**config.mk**
```make
export PLATFORM = sky130hd
export DESIGN_NAME = uart_tx_arbiter_flat
export DESIGN_NICKNAME = d
export VERILOG_FILES = /design/src/rtl/uart_tx_arbiter_if.sv /design/src/rtl/uart_tx_arbiter.sv /design/src/flat_wrapper.sv
export SDC_FILE = /design/constraint.sdc
export NUM_CORES = 1
export LEC_CHECK = 0
export CORE_ASPECT_RATIO = 0.7
export CORE_UTILIZATION = 36
export DETAILED_ROUTE_END_ITERATION = 7
export GPL_TIMING_DRIVEN = 0
export PLACE_DENSITY = 0.89
export SETUP_SLACK_MARGIN = 0.15
export SLEW_MARGIN = 20
export SYNTH_ARGS = -nofsm -noshare
export SYNTH_HDL_FRONTEND = slang
export SYNTH_SLANG_ARGS = --single-unit
```
**constraint.sdc**
```tcl
create_clock -name i_clk -period 2.79 [get_ports i_clk]
set_clock_uncertainty 0.1 [all_clocks]
set_input_delay 0.558 -clock i_clk [delete_from_list [all_inputs] [get_ports i_clk]]
set_output_delay 0.558 -clock i_clk [all_outputs]
set_load 0.1 [all_outputs]
```
**src/rtl/uart_tx_arbiter_if.sv**
```systemverilog
// Bundle between the requester FIFOs, the uart_tx arbiter and the uart_tx transmitter.
// The master side drives requests and transmitter ready; the slave side is the arbiter.
interface uart_tx_arbiter_if #(
    parameter int NUM_REQ = 4
);
    logic [NUM_REQ-1:0]   i_req_valid;
    logic [8*NUM_REQ-1:0] i_req_data;
    logic [NUM_REQ-1:0]   i_req_last;
    logic [NUM_REQ-1:0]   o_req_ready;
    logic [7:0]           o_tx_data;
    logic                 o_tx_valid;
    logic                 i_tx_ready;
    logic [NUM_REQ-1:0]   o_grant;
    logic                 o_busy;
    logic                 o_timeout;

    modport master (
        output i_req_valid, i_req_data, i_req_last, i_tx_ready,
        input  o_req_ready, o_tx_data, o_tx_valid, o_grant, o_busy, o_timeout
    );

    modport slave (
        input  i_req_valid, i_req_data, i_req_last, i_tx_ready,
        output o_req_ready, o_tx_data, o_tx_valid, o_grant, o_busy, o_timeout
    );
endinterface

```
**src/rtl/uart_tx_arbiter.sv**
```systemverilog
// Round-robin, message-locked arbiter sharing one uart_tx; UART_ARB_TIMEOUT_EN adds stall release.
// Latency: grant registered 1 cycle after request; bytes pass combinationally while locked.
// Backpressure: i_tx_ready feeds straight through to the owner's ready; all others see 0.
module uart_tx_arbiter #(
    parameter int NUM_REQ        = 4,
    parameter int MAX_BURST      = 16,
    parameter int TIMEOUT_CYCLES = 1024
) (
    input  logic               i_clk,
    input  logic               i_rst_n,
    uart_tx_arbiter_if.slave   bus
);
    localparam int PW = (NUM_REQ > 1) ? $clog2(NUM_REQ) : 1;
    localparam int CW = (MAX_BURST > 0) ? $clog2(MAX_BURST + 1) : 1;
    localparam logic [CW-1:0] BURST_LAST = (MAX_BURST > 0) ? CW'(MAX_BURST - 1) : '0;

    localparam logic [0:0] ST_IDLE = 1'b0;
    localparam logic [0:0] ST_LOCK = 1'b1;

    logic [0:0]         state;
    logic [NUM_REQ-1:0] grant;
    logic [PW-1:0]      ptr;
    logic [CW-1:0]      burst_cnt;
    logic               timeout_q;

    logic               hi_vld, lo_vld, pick_vld;
    logic [PW-1:0]      hi_idx, lo_idx, pick_idx;
    logic [7:0]         sel_data;
    logic               sel_vld, sel_last;
    logic               xfer, burst_hit, stall_hit;

    // Search above the pointer first; fall back to the lowest index at or below it.
    always_comb begin
        hi_vld = 1'b0;
        hi_idx = '0;
        lo_vld = 1'b0;
        lo_idx = '0;
        for (int k = NUM_REQ - 1; k >= 0; k--) begin
            if (bus.i_req_valid[k]) begin
                if (k > int'(ptr)) begin
                    hi_vld = 1'b1;
                    hi_idx = PW'(k);
                end else begin
                    lo_vld = 1'b1;
                    lo_idx = PW'(k);
                end
            end
        end
        pick_vld = hi_vld | lo_vld;
        pick_idx = hi_vld ? hi_idx : lo_idx;
    end

    always_comb begin
        sel_data = '0;
        sel_vld  = 1'b0;
        sel_last = 1'b0;
        for (int k = 0; k < NUM_REQ; k++) begin
            if (grant[k]) begin
                sel_data = bus.i_req_data[8*k +: 8];
                sel_vld  = bus.i_req_valid[k];
                sel_last = bus.i_req_last[k];
            end
        end
    end

    // Reset gates the handshake so an abandoned message cannot move a byte.
    assign bus.o_tx_data   = sel_data;
    assign bus.o_tx_valid  = i_rst_n & (state == ST_LOCK) & sel_vld;
    assign bus.o_req_ready = (i_rst_n && (state == ST_LOCK) && bus.i_tx_ready) ? grant : '0;
    assign bus.o_grant     = grant;
    assign bus.o_busy      = (state == ST_LOCK);
    assign bus.o_timeout   = timeout_q;

    assign xfer      = bus.o_tx_valid & bus.i_tx_ready;
    assign burst_hit = (MAX_BURST > 0) && (burst_cnt == BURST_LAST);

`ifdef UART_ARB_TIMEOUT_EN
    localparam int TW = $clog2(TIMEOUT_CYCLES + 1);
    logic [TW-1:0] stall_cnt;

    assign stall_hit = (state == ST_LOCK) && !sel_vld && (stall_cnt == TW'(TIMEOUT_CYCLES - 1));

    always_ff @(posedge i_clk) begin
        if (!i_rst_n) begin
            stall_cnt <= '0;
        end else if ((state != ST_LOCK) || sel_vld || stall_hit) begin
            stall_cnt <= '0;
        end else begin
            stall_cnt <= stall_cnt + 1'b1;
        end
    end
`else
    logic unused_timeout_cfg;
    assign unused_timeout_cfg = (TIMEOUT_CYCLES > 0);
    assign stall_hit          = 1'b0;
`endif

    always_ff @(posedge i_clk) begin
        if (!i_rst_n) begin
            state     <= ST_IDLE;
            grant     <= '0;
            ptr       <= PW'(NUM_REQ - 1);
            burst_cnt <= '0;
            timeout_q <= 1'b0;
        end else begin
            timeout_q <= 1'b0;
            case (state)
                ST_IDLE: begin
                    burst_cnt <= '0;
                    if (pick_vld) begin
                        state <= ST_LOCK;
                        grant <= NUM_REQ'(1) << pick_idx;
                        ptr   <= pick_idx;
                    end
                end
                ST_LOCK: begin
                    if (xfer && (sel_last || burst_hit)) begin
                        state     <= ST_IDLE;
                        grant     <= '0;
                        burst_cnt <= '0;
                    end else if (stall_hit) begin
                        // Pointer stays on the stalled owner so the others win next.
                        state     <= ST_IDLE;
                        grant     <= '0;
                        burst_cnt <= '0;
                        timeout_q <= 1'b1;
                    end else if (xfer && (burst_cnt != '1)) begin
                        burst_cnt <= burst_cnt + 1'b1;
                    end
                end
                default: begin
                    state <= ST_IDLE;
                    grant <= '0;
                end
            endcase
        end
    end
endmodule

```
**src/flat_wrapper.sv**
```systemverilog
// flat-port wrapper written by rule: the top's interface ports become plain ports
module uart_tx_arbiter_flat 
#(
    parameter int NUM_REQ        = 4,
    parameter int MAX_BURST      = 16,
    parameter int TIMEOUT_CYCLES = 1024
)
  (i_clk, i_rst_n, bus_i_req_valid, bus_i_req_data, bus_i_req_last, bus_i_tx_ready, bus_o_req_ready, bus_o_tx_data, bus_o_tx_valid, bus_o_grant, bus_o_busy, bus_o_timeout);
  uart_tx_arbiter_if #(.NUM_REQ(NUM_REQ)) bus_i ();
  input  logic i_clk;
  input  logic i_rst_n;
  input wire logic [$bits(bus_i.i_req_valid)-1:0] bus_i_req_valid;
  input wire logic [$bits(bus_i.i_req_data)-1:0] bus_i_req_data;
  input wire logic [$bits(bus_i.i_req_last)-1:0] bus_i_req_last;
  input wire logic [$bits(bus_i.i_tx_ready)-1:0] bus_i_tx_ready;
  output wire logic [$bits(bus_i.o_req_ready)-1:0] bus_o_req_ready;
  output wire logic [$bits(bus_i.o_tx_data)-1:0] bus_o_tx_data;
  output wire logic [$bits(bus_i.o_tx_valid)-1:0] bus_o_tx_valid;
  output wire logic [$bits(bus_i.o_grant)-1:0] bus_o_grant;
  output wire logic [$bits(bus_i.o_busy)-1:0] bus_o_busy;
  output wire logic [$bits(bus_i.o_timeout)-1:0] bus_o_timeout;
  assign bus_i.i_req_valid = bus_i_req_valid;
  assign bus_i.i_req_data = bus_i_req_data;
  assign bus_i.i_req_last = bus_i_req_last;
  assign bus_i.i_tx_ready = bus_i_tx_ready;
  assign bus_o_req_ready = bus_i.o_req_ready;
  assign bus_o_tx_data = bus_i.o_tx_data;
  assign bus_o_tx_valid = bus_i.o_tx_valid;
  assign bus_o_grant = bus_i.o_grant;
  assign bus_o_busy = bus_i.o_busy;
  assign bus_o_timeout = bus_i.o_timeout;
  uart_tx_arbiter #(.NUM_REQ(NUM_REQ), .MAX_BURST(MAX_BURST), .TIMEOUT_CYCLES(TIMEOUT_CYCLES)) u_core (.i_clk(i_clk), .i_rst_n(i_rst_n), .bus(bus_i));
endmodule
```
==> reports/results.txt <==
final setup violating endpoints -> 0
metal2 WL -> 1.68 mm
VDD IR max -> 344 uV
WL final -> 3.68 mm
Ys Warns -> 0
# fillers -> 216
Power per Cell Area -> 487 mW/mm^2
Avg WL per Cell -> 15.5 microns
CP max-delay cell -> clkdlybuf4s50_1
CTS tree -> done
Worst-path clk slew -> 0.05 ns
DRT Pass-1 Iters -> 4
outcome -> completed
number of I/O port buffers -> 59
fin area -> 0.00174 sq mm
dpl cells -> 233
Clock Path Buffers -> 2
CP delay by family, top -> buffers and inverters
Worst Hold Class -> flip-flop to flip-flop
GP Congestion -> 0.892
fin crit share -> 93.4%
Iter 0 DRT Violations -> 58
flops & latches, synth -> 12
Placed Area -> 0.00171 sq mm
Syn Std Cell Area -> 973 sq um
f_max -> 384 MHz
Mean Syn Cell Area -> 6.95 sq um
initial antenna violation count -> 0
critical path peak fanout -> 5
RSZ-0062 raised after global routing -> yes
Int Pwr -> 0.000457 W
Die Area -> 0.00292 sq mm
Clk pwr share -> 22.2%
vias in the first global route -> 1265
startpoint class of the critical path -> input pin
initial core utilization -> 38.7%
sequential cell area -> 249 sq um
switch share -> 46.3%
Crit. End Element -> output port
Min Hold Slack -> 0.391 ns
highest routed metal layer -> met4
Inserted Diodes -> 0
CTS sink cnt -> 12
Final Hold Fails -> 0
post-layout min period -> 2.61 ns
sequential-to-total area share from yosys stat -> 24.7%
I/O Pins -> 62
CTS buffer count -> 3
clock root cell -> clkbuf_8
GR Overflow Total -> 0
die extent in x -> 64.2 microns
pre-CTS setup slack -> -0.651 ns
Slew headroom -> 33.7%
Core ar. -> 0.00251 sq mm
FP Rows -> 15
gr usage total -> 25.8%
Synth Area in XOR/XNOR -> 0%
fraction of the mapped netlist area in simple logic gates -> 27.0%
CP Class -> input pin to output port
Comb pwr share -> 54.8%
die height -> 45.5 microns
mux contribution to synthesized area -> 2.06%
worst path required time -> 2.13 ns
PnR worst setup slack -> 0.185 ns
first-pass GRT wire length -> 5.75 mm
worst slew pin tran -> 0.992 ns
NetSw -> 0.000393 W
DR DRC count -> 0
DRT antenna net count -> 0
Layout Nets -> 250
area of the multi-input gates -> 768 sq um
max cap viols -> 0
post-route insts no fill -> 237
Buf/Inv on CP -> 2
Final Util -> 69.4%
Via-to-Cell Ratio -> 5.66
CP peak stage delay -> 0.55 ns
fraction of layout instances using a drive strength above 1 -> 22.7%
Syn Inst Count -> 140
Syn-to-layout area delta -> 79.2%
H-tree depth -> 1
detailed placement HPWL -> 2.91 mm
crit path cell chain -> clkdlybuf4s50_1 > nand2_1 > o21ai_0 > and3_2 > buf_4
wl on met1 -> 1.56 mm
Synth Net Count -> 186
largest net degree at the start of global routing -> 11
complex-gate fraction of the synthesized area -> 35.7%
critical path arrival -> 1.95 ns
Netlist cell types -> 34
later-pin clock latency in the skew report -> 0.24 ns
largest family of logic cells by synthesized area -> compound AO/OA/AOI/OAI gates
Pleak -> 0.696 nW
metal3 WL -> 414 microns
Final Slew Violations -> 0
via count -> 1342
register share of total power -> 23.0%
Adder-Cell Fraction of Synth Area -> 3.86%
path summary, 6_finish.rpt:
| kind | startpoint | to | slack [ns] | cells after the start |
|---|---|---|---|---|
| max | bus_i_req_valid[0] | bus_o_tx_valid | 0.18 | 5 |
| min reg2reg | u_core.bus.o_grant[0] | u_core.bus.o_grant[0] | 0.39 | 2 |
| max reg2reg | u_core.bus.o_grant[0] | u_core.burst_cnt[0] | 0.52 | 6 |
| min | u_core.bus.o_grant[0] | u_core.bus.o_grant[0] | 0.39 | 2 |
placed cells by master (no fill, tap or decap), drive strengths merged, types with 2 or more instances in the layout:
master and n:
a21oi 14, a22oi 8, and3 6, buf 15, clkbuf 12, clkdlybuf4s50 46, dfxtp 12, ha 3
inv 5, mux2i 2, nand2 23, nand2b 3, nand3 2, nand4 2, nor2 11, nor2b 4
o211ai 2, o21ai 11, o22ai 7
timing repair:
action,in CTS,in global routing
endpoints found under the setup margin,13,13
resized for setup,80,8
buffers inserted,0,0
hold buffers,0,0
synth_stat cells (all sizes together):
| cell | count | area share (%) |
|---|---|---|
| nand2 | 23 | 8.9 |
| a21oi | 14 | 7.2 |
| dfxtp | 12 | 25 |
| nor2 | 11 | 4.2 |
| o21ai | 11 | 5.7 |
| a22oi | 8 | 6.2 |
| clkbuf | 8 | 3.1 |
| o22ai | 7 | 4.5 |
| and3 | 6 | 3.9 |
| inv | 5 | 1.9 |
| nor2b | 4 | 2.6 |
| ha | 3 | 3.9 |
| nand2b | 3 | 1.9 |
| buf | 2 | 1.3 |
| mux2i | 2 | 2.1 |
| nand3 | 2 | 1.0 |
| nand4 | 2 | 1.3 |
| o211ai | 2 | 1.5 |
| a211oi | 1 | 0.77 |
| a21boi | 1 | 0.77 |
| a221o | 1 | 1.0 |
| a221oi | 1 | 2.7 |
| a31o | 1 | 0.90 |
| a31oi | 1 | 0.64 |
| and2 | 1 | 0.64 |
| conb | 1 | 0.39 |
| nand3b | 1 | 0.77 |
| nand4b | 1 | 0.90 |
| o221a | 1 | 1.2 |
| o221ai | 1 | 0.90 |
| o32ai | 1 | 0.90 |
| o41ai | 1 | 0.90 |
| or3b | 1 | 0.90 |
routing by layer:
layer | vias to the layer above | global-route usage [%]
met3 | 7 | 7.25
met2 | 83 | 45.5
met4 | 0 | 9.78
li1 | 643 | -
met5 | - | 0
met1 | 609 | 30.6
final cells by class:
type                    instances  share of cell area, %
multi-input cells             113                   44.0
repair buffers                 59                   32.0
flip-flops and latches         12                   14.3
clock buffers                   4                   3.16
plain buffers                  10                   3.01
well taps                      34                   2.44
inverters                       5                   1.08
through the flow:
stage	total power (W)	setup TNS (ns)
3_3_place_gp	0.000655	-7.28
6_report	0.000850	0
5_1_grt	0.000885	0
3_5_place_dp	0.000667	-8.04
4_1_cts	0.000852	0
2_1_floorplan	0.000525	0
power by group through the flow:
stage                     Clock [W]  Combinational (W)  Sequential [W]
final                      0.000189           0.000466        0.000195
after global routing       0.000202           0.000487        0.000196
after CTS                  0.000193           0.000464        0.000195
after detailed placement          0           0.000469        0.000198
after global placement            0           0.000458        0.000197
after floorplan                   0           0.000286        0.000239
registers in the layout (all words and copies together) (netlist names):
register	cells
u_core.burst_cnt	5
u_core.bus.o_busy	1
u_core.bus.o_grant	4
u_core.ptr	2
cells by family after synthesis:
| group | count (synthesis) |
|---|---|
| AO/OA/AOI/OAI | 52 |
| adder cells (fa/ha/maj) | 3 |
| buffers and inverters | 15 |
| flip-flops | 12 |
| multiplexers | 2 |
| other | 1 |
| AND/OR/NAND/NOR | 55 |
worst register-to-register path, stage by stage (launching register included):
cell      delay [ns]
dfxtp_2         0.34
nor2b_1         0.12
buf_2           0.18
a221o_1         0.38
a221oi_4        0.38
or3b_1          0.47
o22ai_1         0.21
(Power assumes the default switching activity.)
